===== src/rtl/board_input_debounce.sv =====
// Board pushbutton/switch conditioner: 2-flop synchronizer, polarity fix, tick-based debounce.
// Optional edge pulses and any_change are built only when BOARD_DEBOUNCE_EDGE_EN is defined.
module board_input_debounce #(
  parameter int             W              = 22,
  parameter int             TICK_CYCLES    = 50000,
  parameter int             DEBOUNCE_TICKS = 10,
  parameter logic [W-1:0]   INV_MASK       = W'(4'hF)
) (
  input  logic         clk,
  input  logic         reset,
  input  logic [W-1:0] raw_in,
  output logic [W-1:0] clean_out,
  output logic [W-1:0] rise_pulse,
  output logic [W-1:0] fall_pulse,
  output logic         any_change
);

  localparam int PW = (TICK_CYCLES > 1) ? $clog2(TICK_CYCLES) : 1;
  localparam int CW = $clog2(DEBOUNCE_TICKS + 1);
  localparam logic [PW-1:0] PCNT_LAST = PW'(TICK_CYCLES - 1);
  localparam logic [CW-1:0] CNT_LAST  = CW'(DEBOUNCE_TICKS - 1);

  logic [W-1:0]         s1, s2, cur;
  logic [W-1:0]         stb, stb_nxt;
  logic [PW-1:0]        pcnt;
  logic                 tick;
  logic [W-1:0][CW-1:0] cnt, cnt_nxt;

  assign cur       = s2 ^ INV_MASK;
  assign tick      = (pcnt == PCNT_LAST);
  assign clean_out = stb;

  // Synchronizer and free-running prescaler; only reset restarts the tick phase.
  always_ff @(posedge clk) begin
    // NOTE: non-blocking assignments keep every flop sampling pre-edge values (s2 gets the old s1).
    if (reset) begin
      s1   <= '0;
      s2   <= '0;
      pcnt <= '0;
    end else begin
      s1   <= raw_in;
      s2   <= s1;
      pcnt <= tick ? '0 : pcnt + 1'b1;
    end
  end

  // Per-bit debounce: any cycle of agreement discards accumulated ticks.
  always_comb begin
    // NOTE: defaults first so no path leaves an output unassigned, which would infer a latch.
    stb_nxt = stb;
    cnt_nxt = cnt;
    for (int i = 0; i < W; i++) begin
      if (cur[i] == stb[i]) begin
        cnt_nxt[i] = '0;
      end else if (tick) begin
        if (cnt[i] == CNT_LAST) begin
          stb_nxt[i] = cur[i];
          cnt_nxt[i] = '0;
        end else begin
          cnt_nxt[i] = cnt[i] + 1'b1;
        end
      end
    end
  end

  always_ff @(posedge clk) begin
    // NOTE: the counters are plain flops, not a RAM, so they are cleared by reset like any state.
    if (reset) begin
      stb <= '0;
      cnt <= '0;
    end else begin
      stb <= stb_nxt;
      cnt <= cnt_nxt;
    end
  end

`ifdef BOARD_DEBOUNCE_EDGE_EN
  logic [W-1:0] rise_q, fall_q;
  logic         any_q;

  // Pulses load on the same edge as stb, so they coincide with the clean_out change.
  always_ff @(posedge clk) begin
    if (reset) begin
      rise_q <= '0;
      fall_q <= '0;
      any_q  <= 1'b0;
    end else begin
      rise_q <= stb_nxt & ~stb;
      fall_q <= ~stb_nxt & stb;
      any_q  <= |(rise_q | fall_q);
    end
  end

  assign rise_pulse = rise_q;
  assign fall_pulse = fall_q;
  assign any_change = any_q;
`else
  assign rise_pulse = '0;
  assign fall_pulse = '0;
  assign any_change = 1'b0;
`endif

endmodule


===== config.mk =====
export PLATFORM = sky130hd
export DESIGN_NAME = board_input_debounce
export DESIGN_NICKNAME = d
export VERILOG_FILES = /design/src/rtl/board_input_debounce.sv
export SDC_FILE = /design/constraint.sdc
export NUM_CORES = 1
export LEC_CHECK = 0
export ABC_AREA = 1
export CORE_UTILIZATION = 60
export CTS_BUF_LIST = sky130_fd_sc_hd__clkbuf_8
export DETAILED_ROUTE_END_ITERATION = 12
export HOLD_SLACK_MARGIN = 0.15
export PLACE_DENSITY = 0.95
export SLEW_MARGIN = 20
export SYNTH_ARGS = -nofsm -noshare
export SYNTH_HDL_FRONTEND = slang
export SYNTH_SLANG_ARGS = --single-unit

===== constraint.sdc =====
create_clock -name clk -period 3.95 [get_ports clk]
set_clock_uncertainty 0.1 [all_clocks]
set_input_delay 0.79 -clock clk [delete_from_list [all_inputs] [get_ports clk]]
set_output_delay 0.79 -clock clk [all_outputs]
set_load 0.01 [all_outputs]

* After elaboration in Yosys (flattened, before gate mapping)
Cells that the tools add are included.
** Storage, ports and cells
- Bits in registers :: 170
- Latch bits :: 0
- Memory bits (writable) :: 0
- Memory bits (read-only) :: 0
- Input port bits :: 24
- Output and inout bits :: 67
- Word-level logic and storage cells :: 205
- Memories kept :: 0
** Operators by class
- Add/subtract/negate cells :: 23
- $mul :: 0
- Divide/modulo/power cells :: 0
- Magnitude comparators :: 0
- Eq/ne operators :: 45
- Shifts and indexed selects :: 0
- Muxes and demuxes :: 22
- Bitwise logic cells :: 23
- Reductions and logical operators :: 45
** Operators with widths (count)
- 4-bit by 1-bit adder with 4-bit output (second input constant) :: 22
- 4-bit == test (second input constant) :: 22
- 4-bit two-way mux :: 22
- 3-bit AND reduction :: 22
- 2-bit OR reduction :: 23
- 1-bit == test :: 22
- 1-bit inverter :: 22
- 16-bit by 1-bit adder with 16-bit output (second input constant) :: 1
- 16-bit == test (second input constant) :: 1
- 4-bit inverter :: 1

* Logic depth before layout (Yosys ltp)
Gate-level depths: netlist of run 1.
- Word-level depth :: 4
- Gate-level depth with buffers :: 9
- Depth with buffers taken out :: 8

* Worst setup path after synthesis of run 1
No wires, ideal clock.
- Path kind :: input-to-reg
- From :: input port reset
- To :: register stb[0] (netlist: clean_out[0])
- Library setup time :: 64 ps
- Arrival :: 1571 ps
- Data required time :: 3786 ps
- Slack :: 2215 ps
- Cell stages on the path :: 5
- Path buffers :: 2
- Cells stage by stage :: inv_1 -> clkbuf_1 -> buf_1 -> nand2_1 -> nor2_1
** RTL lines
- start, declared :: line 10 : input logic reset,
- end signal, assigned :: line 72 : stb <= stb_nxt;
- end, declared :: line 24 : logic [W-1:0] stb, stb_nxt;

* Final worst setup path of run 1
- From :: register pcnt[0]
- To :: register cnt[25] (netlist name)
** Between the ends
- Word-level cells in the longest chain between the ends :: 1
** Ends and longest elaborated chain
- start, declared :: line 25 : logic [PW-1:0] pcnt;
- start signal, assigned :: line 43 : pcnt <= tick ? '0 : pcnt + 1'b1;
- 16-bit == test :: line 30 : assign tick = (pcnt == PCNT_LAST);
- end signal, assigned :: line 73 : cnt <= cnt_nxt;
- end, declared :: line 27 : logic [W-1:0][CW-1:0] cnt, cnt_nxt;
No other way between the ends.
A chain may end at the register's enable or synchronous reset.

==> metrics, run 1 <==
Post CTS Setup Buffer Count=0; final hold vios=0; Vias=7781; largest family of logic cells by synthesized area=simple AND/OR/NAND/NOR gates; pin count of the biggest net entering global routing=50; clk buf depth=2; core area=0.0138 mm²; Clock Latency Late Sink=470 ps; Critical Path RT=4260 ps; GRT Residual Overflow=0; count of hold-fix buffers inserted at cts=0; clock sinks=170; I/O Pins=91; sequential share of the synthesized area=40.1%; Critical R2R Capture=cnt[25]$_SDFFE_PP0N_; status=completed; worst-margin pin slew=859 ps; initial antenna violation count=0; synth cell count leaders=nand2_1 (333), inv_1 (228), dfxtp_1 (170), nor2_1 (165), nand3_1 (118); reg-to-reg setup timing slack=1380 ps; final slew viol count=0; root buf cell=clkbuf_8; Area Growth Syn to Fin=9.43%; layout cells sized above 1=3.95%; combined area of the multi-input logic cells=0.00384 mm²; simple-gate area share of the yosys netlist=32.9%; Num CTS Buffers=17; most common cell in the netlist=nand2_1; # setup viols final=0; DR DRC count=0; Compound-Gate Fraction of Synth Area=7.18%; Worst Hold Class=reg -> reg; Crit Reg-Reg Startpoint=pcnt[0]$_SDFF_PP0_; Synth Area in Adders=0.148%; port bufs=45; synth unique cells=28; Max FO, Critical Path=30; Post-CTS Resized=0; Tcrit/Tclk final=65.2%; DRT antenna net count=0; effective utilization at floorplan=61.3%; placed insts=1490; mux contribution to synthesized area=0%; CTS tree=done; Via density=5.11; minimum clock period=2570 ps; DRT Pass-1 Iters=8; GP Congestion=0.841; die area=0.0146 mm²; setup TNS=0 ps; Crit. End Element=flip-flop; Yosys reg bits=170; XOR/XNOR Fraction of Synth Area=2.99%; first-pass GRT wire length=30.6 mm; row cnt=43; n_diodes=0; total track usage=25.9%; DR WL/cell=11.7 µm; H-Tree Depth=4; Die Y=121 µm; f_max=388 MHz; Die Wd=121 µm; top cell type's share of synthesized area=40.1%; Mapped Cells=1293; Worst setup SP type=flip-flop; Post-Route WL=17.8 mm; Sequential cell area=0.00340 mm²; ys flop type=dfxtp_1; Synth area leaders=dfxtp_1 (40%), nand2_1 (15%), inv_1 (10%); cell taking the most area after synthesis=dfxtp_1; Initial DRC Count=712; slew margin rel.=42.7%; R2R depth=8; post-DP HPWL=11.4 mm; mapped cell area=0.00848 mm²; Worst Setup EP=cnt[25]$_SDFFE_PP0N_; worst-case vdd ir drop=219 µV; FILL cells=1067; RSZ-0062 raised after global routing=false; Max-Cap Viols=0; Worst setup startpoint=pcnt[0]$_SDFF_PP0_; Avg Inst Size Synth=6.56 µm²; fraction of registers with async set/reset=0%; vias in the first global route=7299; Layout Nets=1354; Post-synth EDFFs=0; Power Dens Cells=349 mW/mm²; Setup CP Type=reg -> reg; leakage power=3.76 nW; Ys Warns=0; Finished Layout Cells=1522; WP data arrival=2890 ps; Worst-path clk slew=90 ps
-- final cells by class --
cell class / instances / area share (%)
inverter: 229 / 9.26
sequential: 170 / 36.7
tap: 180 / 2.43
clock inverter: 14 / 2.20
multi-input combinational: 858 / 41.3
clock buffer: 18 / 2.67
timing repair buffer: 53 / 5.45
-- per-layer routing --
metal  track usage (%)  part of all wire [%]  vias up
met3              4.65                   6.5       58
met5                 0                     0        -
met2              46.2                    50      272
met1              28.6                    41     3497
li1                  -                     -     3954
met4              15.0                   3.1        0
-- through the flow --
stage	hold slack, ps	cell area [µm²]	setup slack, ps	utilization, %	power [mW]
global route	315	9280	1230	67.1	3.35
finish	304	9280	1380	67.1	3.24
detailed placement	293	8830	1470	63.9	1.90
floorplan	288	8650	2210	-	1.89
CTS	305	9280	1420	67.1	3.25
global placement	290	8830	1600	63.9	1.90
-- worst min-delay path by stage --
stage | startpoint | endpoint | slack, ps | depth (start not counted)
after floorplan | s1[0]$_SDFF_PP0_ | s2[0]$_SDFF_PP0_ | 290 | 2
after global placement | s1[18]$_SDFF_PP0_ | s2[18]$_SDFF_PP0_ | 290 | 2
after detailed placement | s1[15]$_SDFF_PP0_ | s2[15]$_SDFF_PP0_ | 290 | 2
after CTS | s1[15]$_SDFF_PP0_ | s2[15]$_SDFF_PP0_ | 300 | 2
after global routing | s1[15]$_SDFF_PP0_ | s2[15]$_SDFF_PP0_ | 310 | 2
final | s1[15]$_SDFF_PP0_ | s2[15]$_SDFF_PP0_ | 300 | 2
-- worst max-delay path, stage by stage (launching register included) --
cell	delay, ps
dfxtp_1	380
ha_1	240
nand3_2	160
nor2_4	140
buf_4	310
nand2_2	350
inv_2	540
nand3_1	160
nand2_1	120
-- logic make-up after synthesis --
group,after synthesis
buffers and inverters,309
AOI/OAI and AO/OA,121
xor gates and xnor gates,29
adders and majority gates,1
other,1
and+or+nand+nor,662
DFF,170
-- report_power, final --
part / internal, mW / total [mW] / switching [mW] / leakage [nW]
Clock: 0.762 / 1.38 / 0.618 / 0.239
Combinational: 0.0411 / 0.115 / 0.0735 / 2.14
Sequential: 1.74 / 1.75 / 0.0108 / 1.38
-- state kept, by name (all words and copies together) (netlist names) --
name and flops:
s2 22, cnt 88, pcnt 16, s1 22, clean_out 22
-- placed cells by master (no fill, tap or decap), types with 2 or more instances in the layout --
cell type	count
nor2_1	165
nand2_2	3
nand3_1	118
clkinv_4	3
bufinv_16	5
nand2_1	333
dfxtp_1	170
clkinv_2	4
inv_1	230
conb_1	45
clkdlybuf4s50_1	44
xor2_1	28
nand4_1	32
buf_4	8
nor2_2	2
a21oi_1	80
o21ai_0	40
nor2_4	3
clkbuf_8	18
Power figures use the tool's default switching activity.
==> run 2, diff against run 1 <==
CORE_UTILIZATION = 59   (was 60)
PLACE_DENSITY = 0.94   (was 0.95)
clock period = 2.5 ns   (was 3.95 ns; I/O delays follow)
==> run 2 against run 1 <==
Compared with the run above:
- final cell count did not move
- first-iteration DRC count fell by 26%
- sequential share of layout area fell by 0.16 points
- clock-buffer cell count fell by 1
- global-route usage fell by 0.64 points
- critical path type is now reg -> out
- non-clock buffer count did not move
- flip-flop and latch count did not move
- die area rose by 1.7%
- via count rose by 0.27%
- worst hold slack improved by 0.93 ps
- combinational power rose by 63%
==> metrics, run 2 (synthesis gave the netlist of run 1 again) <==
status=completed; core area=0.0139 mm²; Max-Cap Viols=0; layout cells sized above 1=4.10%; max FFs per register=88; Worst-path clk slew=90 ps; first-pass GRT wire length=29.7 mm; Layout Nets=1354; clk buf depth=2; die area=0.0149 mm²; GRT Residual Overflow=0; worst-case vdd ir drop=372 µV; DRT Pass-1 Iters=7; Vias=7802; Critical Path RT=1900 ps; setup TNS=0 ps; Die Y=122 µm; RSZ-0062 raised after global routing=false; row cnt=43; clock sinks=170; Worst setup SP type=flip-flop; Num CTS Buffers=17; count of hold-fix buffers inserted at cts=0; Crit Reg-Reg Startpoint=pcnt[0]$_SDFF_PP0_; f_max=486 MHz; pin count of the biggest net entering global routing=50; most frequent cells in the layout=nand2_1 (333), inv_1 (228), dfxtp_1 (170); n_diodes=0; CP max stage delay=570 ps; final core occ=66.9%; Clock Latency Late Sink=480 ps; Max FO, Critical Path=3; DR DRC count=0; Min Hold Slack=305 ps; effective utilization at floorplan=60.9%; most common cell after layout, fill and taps aside=nand2_1; vias in the first global route=7119; Post-CTS Resized=0; # setup viols final=0; Via density=5.13; root buf cell=clkbuf_8; Worst Hold Class=reg -> reg; worst-margin pin slew=715 ps; Min-Delay Startpoint=s1[16]$_SDFF_PP0_; Area Growth Syn to Fin=9.91%; port bufs=45; post-DP HPWL=11.4 mm; Power Dens Cells=564 mW/mm²; Die Wd=122 µm; Crit. End Element=primary output; Most flops, register=cnt; CP Buf/Inv Count=1; leakage power=3.75 nW; final hold vios=0; FILL cells=1108; Initial DRC Count=530; total track usage=25.2%; DR WL/cell=11.8 µm; DRT antenna net count=0; initial antenna violation count=0; Setup CP Type=reg -> out; Post-Route WL=17.9 mm; Worst setup startpoint=clean_out[19]$_SDFFE_PP0P_; cells along the critical path=clkdlybuf4s50_1; slew margin rel.=52.2%; H-Tree Depth=4; WP data arrival=1460 ps; Post CTS Setup Buffer Count=0; final slew viol count=0; CTS tree=done; GP Congestion=0.877; Top delay family on crit path=buffers and inverters; minimum clock period=2060 ps; CP max stage cell=clkdlybuf4s50_1; I/O Pins=91; Tcrit/Tclk final=82.3%
run 2: layout make-up:
cell class | count | area [µm²] | area share (%)
Inverter | 229 | 860 | 9.22
Sequential cell | 170 | 3400 | 36.5
Timing Repair Buffer | 53 | 518 | 5.56
Clock buffer | 17 | 234 | 2.51
Tap cell | 180 | 225 | 2.42
Clock inverter | 15 | 246 | 2.64
Multi-Input combinational cell | 858 | 3840 | 41.1
run 2: metrics by stage:
| step | setup slack [ps] | cells | power, mW | instance area [µm²] |
|---|---|---|---|---|
| finish | 442 | 1522 | 5.25 | 9320 |
| global route | 249 | 1522 | 5.43 | 9320 |
| CTS | 437 | 1522 | 5.28 | 9320 |
| detailed placement | 478 | 1490 | 3.01 | 8840 |
| global placement | 573 | 1490 | 3.00 | 8840 |
| floorplan | 909 | 1337 | 2.99 | 8650 |
run 2: layer usage:
metal / GRT usage [%] / share of wire, % / vias up
met4: 13.1 / 3.0 / 0
met5: 0 / 0 / -
met1: 27.9 / 42 / 3521
li1: - / - / 3938
met2: 44.7 / 49 / 286
met3: 5.90 / 6.4 / 57
run 2: report_power, final:
group / switching (mW) / total (mW) / internal [mW]
Clock: 1.02 / 2.31 / 1.29
Sequential: 0.0168 / 2.76 / 2.74
Combinational: 0.121 / 0.187 / 0.0662
Total: 1.16 / 5.25 / 4.10
run 2: worst paths after layout:
path / endpoint / slack [ps] / cells past startpoint
worst max-delay path: clean_out[19] / 440 / 1
worst max register to register: cnt[54]$_SDFFE_PP0N_ / 460 / 7
worst min-delay path: s2[16]$_SDFF_PP0_ / 300 / 2
worst min register to register: s2[16]$_SDFF_PP0_ / 300 / 2
==> run 3, diff against run 2 <==
clock period = 2.1 ns   (was 2.5 ns; I/O delays follow)
==> run 3 against run 2 <==
Compared with the run above:
- setup slack worse by 270 ps
- total power rose by 16%
- critical path depth did not move
- highest routed layer unchanged
- global-route usage fell by 0.096 points
- die area unchanged
==> metrics, run 3 (synthesis gave the netlist of run 1 again) <==
Critical Path RT=1580 ps; Setup CP Type=reg -> out; port bufs=45; Hold Path Cell Cnt=2; root buf cell=clkbuf_8; Num CTS Buffers=17; worst-case vdd ir drop=366 µV; vias in the first global route=7036; most common cell after layout, fill and taps aside=nand2_1; count of hold-fix buffers inserted at cts=0; Layout Nets=1362; DR WL/cell=11.6 µm; Die Wd=122 µm; setup TNS=0 ps; f_max=518 MHz; RSZ-0062 raised after global routing=false; WP data arrival=1410 ps; core area=0.0139 mm²; DRT Pass-1 Iters=8; Via density=5.11; Most flops, register=cnt; Initial DRC Count=635; final slew viol count=0; CP Buf/Inv Count=1; R2R depth=8; slew margin rel.=57.4%; max FFs per register=88; CP max stage delay=560 ps; Post-CTS Resized=0; Die Y=122 µm; Vias=7811; Top delay family on crit path=buffers and inverters; Max-Cap Viols=0; row cnt=43; Worst-path clk slew=90 ps; Min Hold Slack=303 ps; Worst Hold Class=reg -> reg; post-DP HPWL=12.1 mm; worst-margin pin slew=633 ps; # setup viols final=0; die area=0.0149 mm²; GP Congestion=0.836; Power Dens Cells=650 mW/mm²; layout cells sized above 1=4.59%; Clock Latency Late Sink=470 ps; DRT antenna net count=0; clock sinks=170; Post CTS Setup Buffer Count=0; GRT Residual Overflow=0; DR DRC count=0; pin count of the biggest net entering global routing=45; clk buf depth=2; effective utilization at floorplan=60.9%; first-pass GRT wire length=29.8 mm; CP max stage cell=clkdlybuf4s50_1; Crit. End Element=primary output; Max FO, Critical Path=3; Worst setup SP type=flip-flop; cells along the critical path=clkdlybuf4s50_1; Tcrit/Tclk final=92.0%; status=completed; CTS tree=done; I/O Pins=91; leakage power=3.80 nW; Area Growth Syn to Fin=10.7%; total track usage=25.1%; FILL cells=1104; minimum clock period=1930 ps; H-Tree Depth=4; final hold vios=0; Post-Route WL=17.8 mm; initial antenna violation count=0; cell count along the critical path=1; n_diodes=0; most frequent cells in the layout=nand2_1 (333), inv_1 (229), dfxtp_1 (170)
==> run 3: cell count changes in the layout (fill, tap and decap cells not counted), sizes merged <==
cell,delta
clkinvlp,-2
bufinv,-1
clkinv,+3
inv,-1
buf,+8
clkbuf,+1
==> run 3: through the flow <==
step	power [mW]	setup slack (ps)	area [µm²]	util [%]	instances
finish	6.10	168	9390	67.4	1530
global route	6.30	113	9390	67.4	1530
CTS	6.12	154	9390	67.4	1530
detailed placement	3.58	328	8940	64.2	1498
global placement	3.57	392	8940	64.2	1498
floorplan	3.56	509	8650	-	1337
==> run 3: final cells by class <==
type / instances / area, µm² / share of cell area (%)
Clock inverter: 14 / 203 / 2.16
Sequential cell: 170 / 3400 / 36.2
Inverter: 229 / 860 / 9.15
Clock buffer: 18 / 248 / 2.64
Timing Repair Buffer: 61 / 616 / 6.56
Multi-Input combinational cell: 858 / 3840 / 40.9
Tap cell: 180 / 225 / 2.40
==> run 3: path summary, 6_finish.rpt <==
kind                                                  from                   end  slack (ps)
worst max register to register          pcnt[0]$_SDFF_PP0_  cnt[41]$_SDFFE_PP0N_         280
worst min register to register           s1[16]$_SDFF_PP0_     s2[16]$_SDFF_PP0_         300
worst max-delay path            clean_out[12]$_SDFFE_PP0P_         clean_out[12]         170
worst min-delay path                     s1[16]$_SDFF_PP0_     s2[16]$_SDFF_PP0_         300
==> run 3: metal layers <==
metal | wire length, µm | share of wire (%) | global-route usage [%] | vias to the layer above
met5 | 0 | 0 | 0 | -
met4 | 549 | 3.1 | 12.8 | 0
met3 | 947 | 5.3 | 4.82 | 53
met2 | 8920 | 50 | 44.7 | 265
met1 | 7410 | 42 | 28.4 | 3540
li1 | - | - | - | 3953
==> run 3: power by group <==
part	total, mW	internal (mW)	switching, mW
sequential	3.28	3.26	0.0203
combinational	0.224	0.0811	0.143
clock	2.60	1.43	1.16
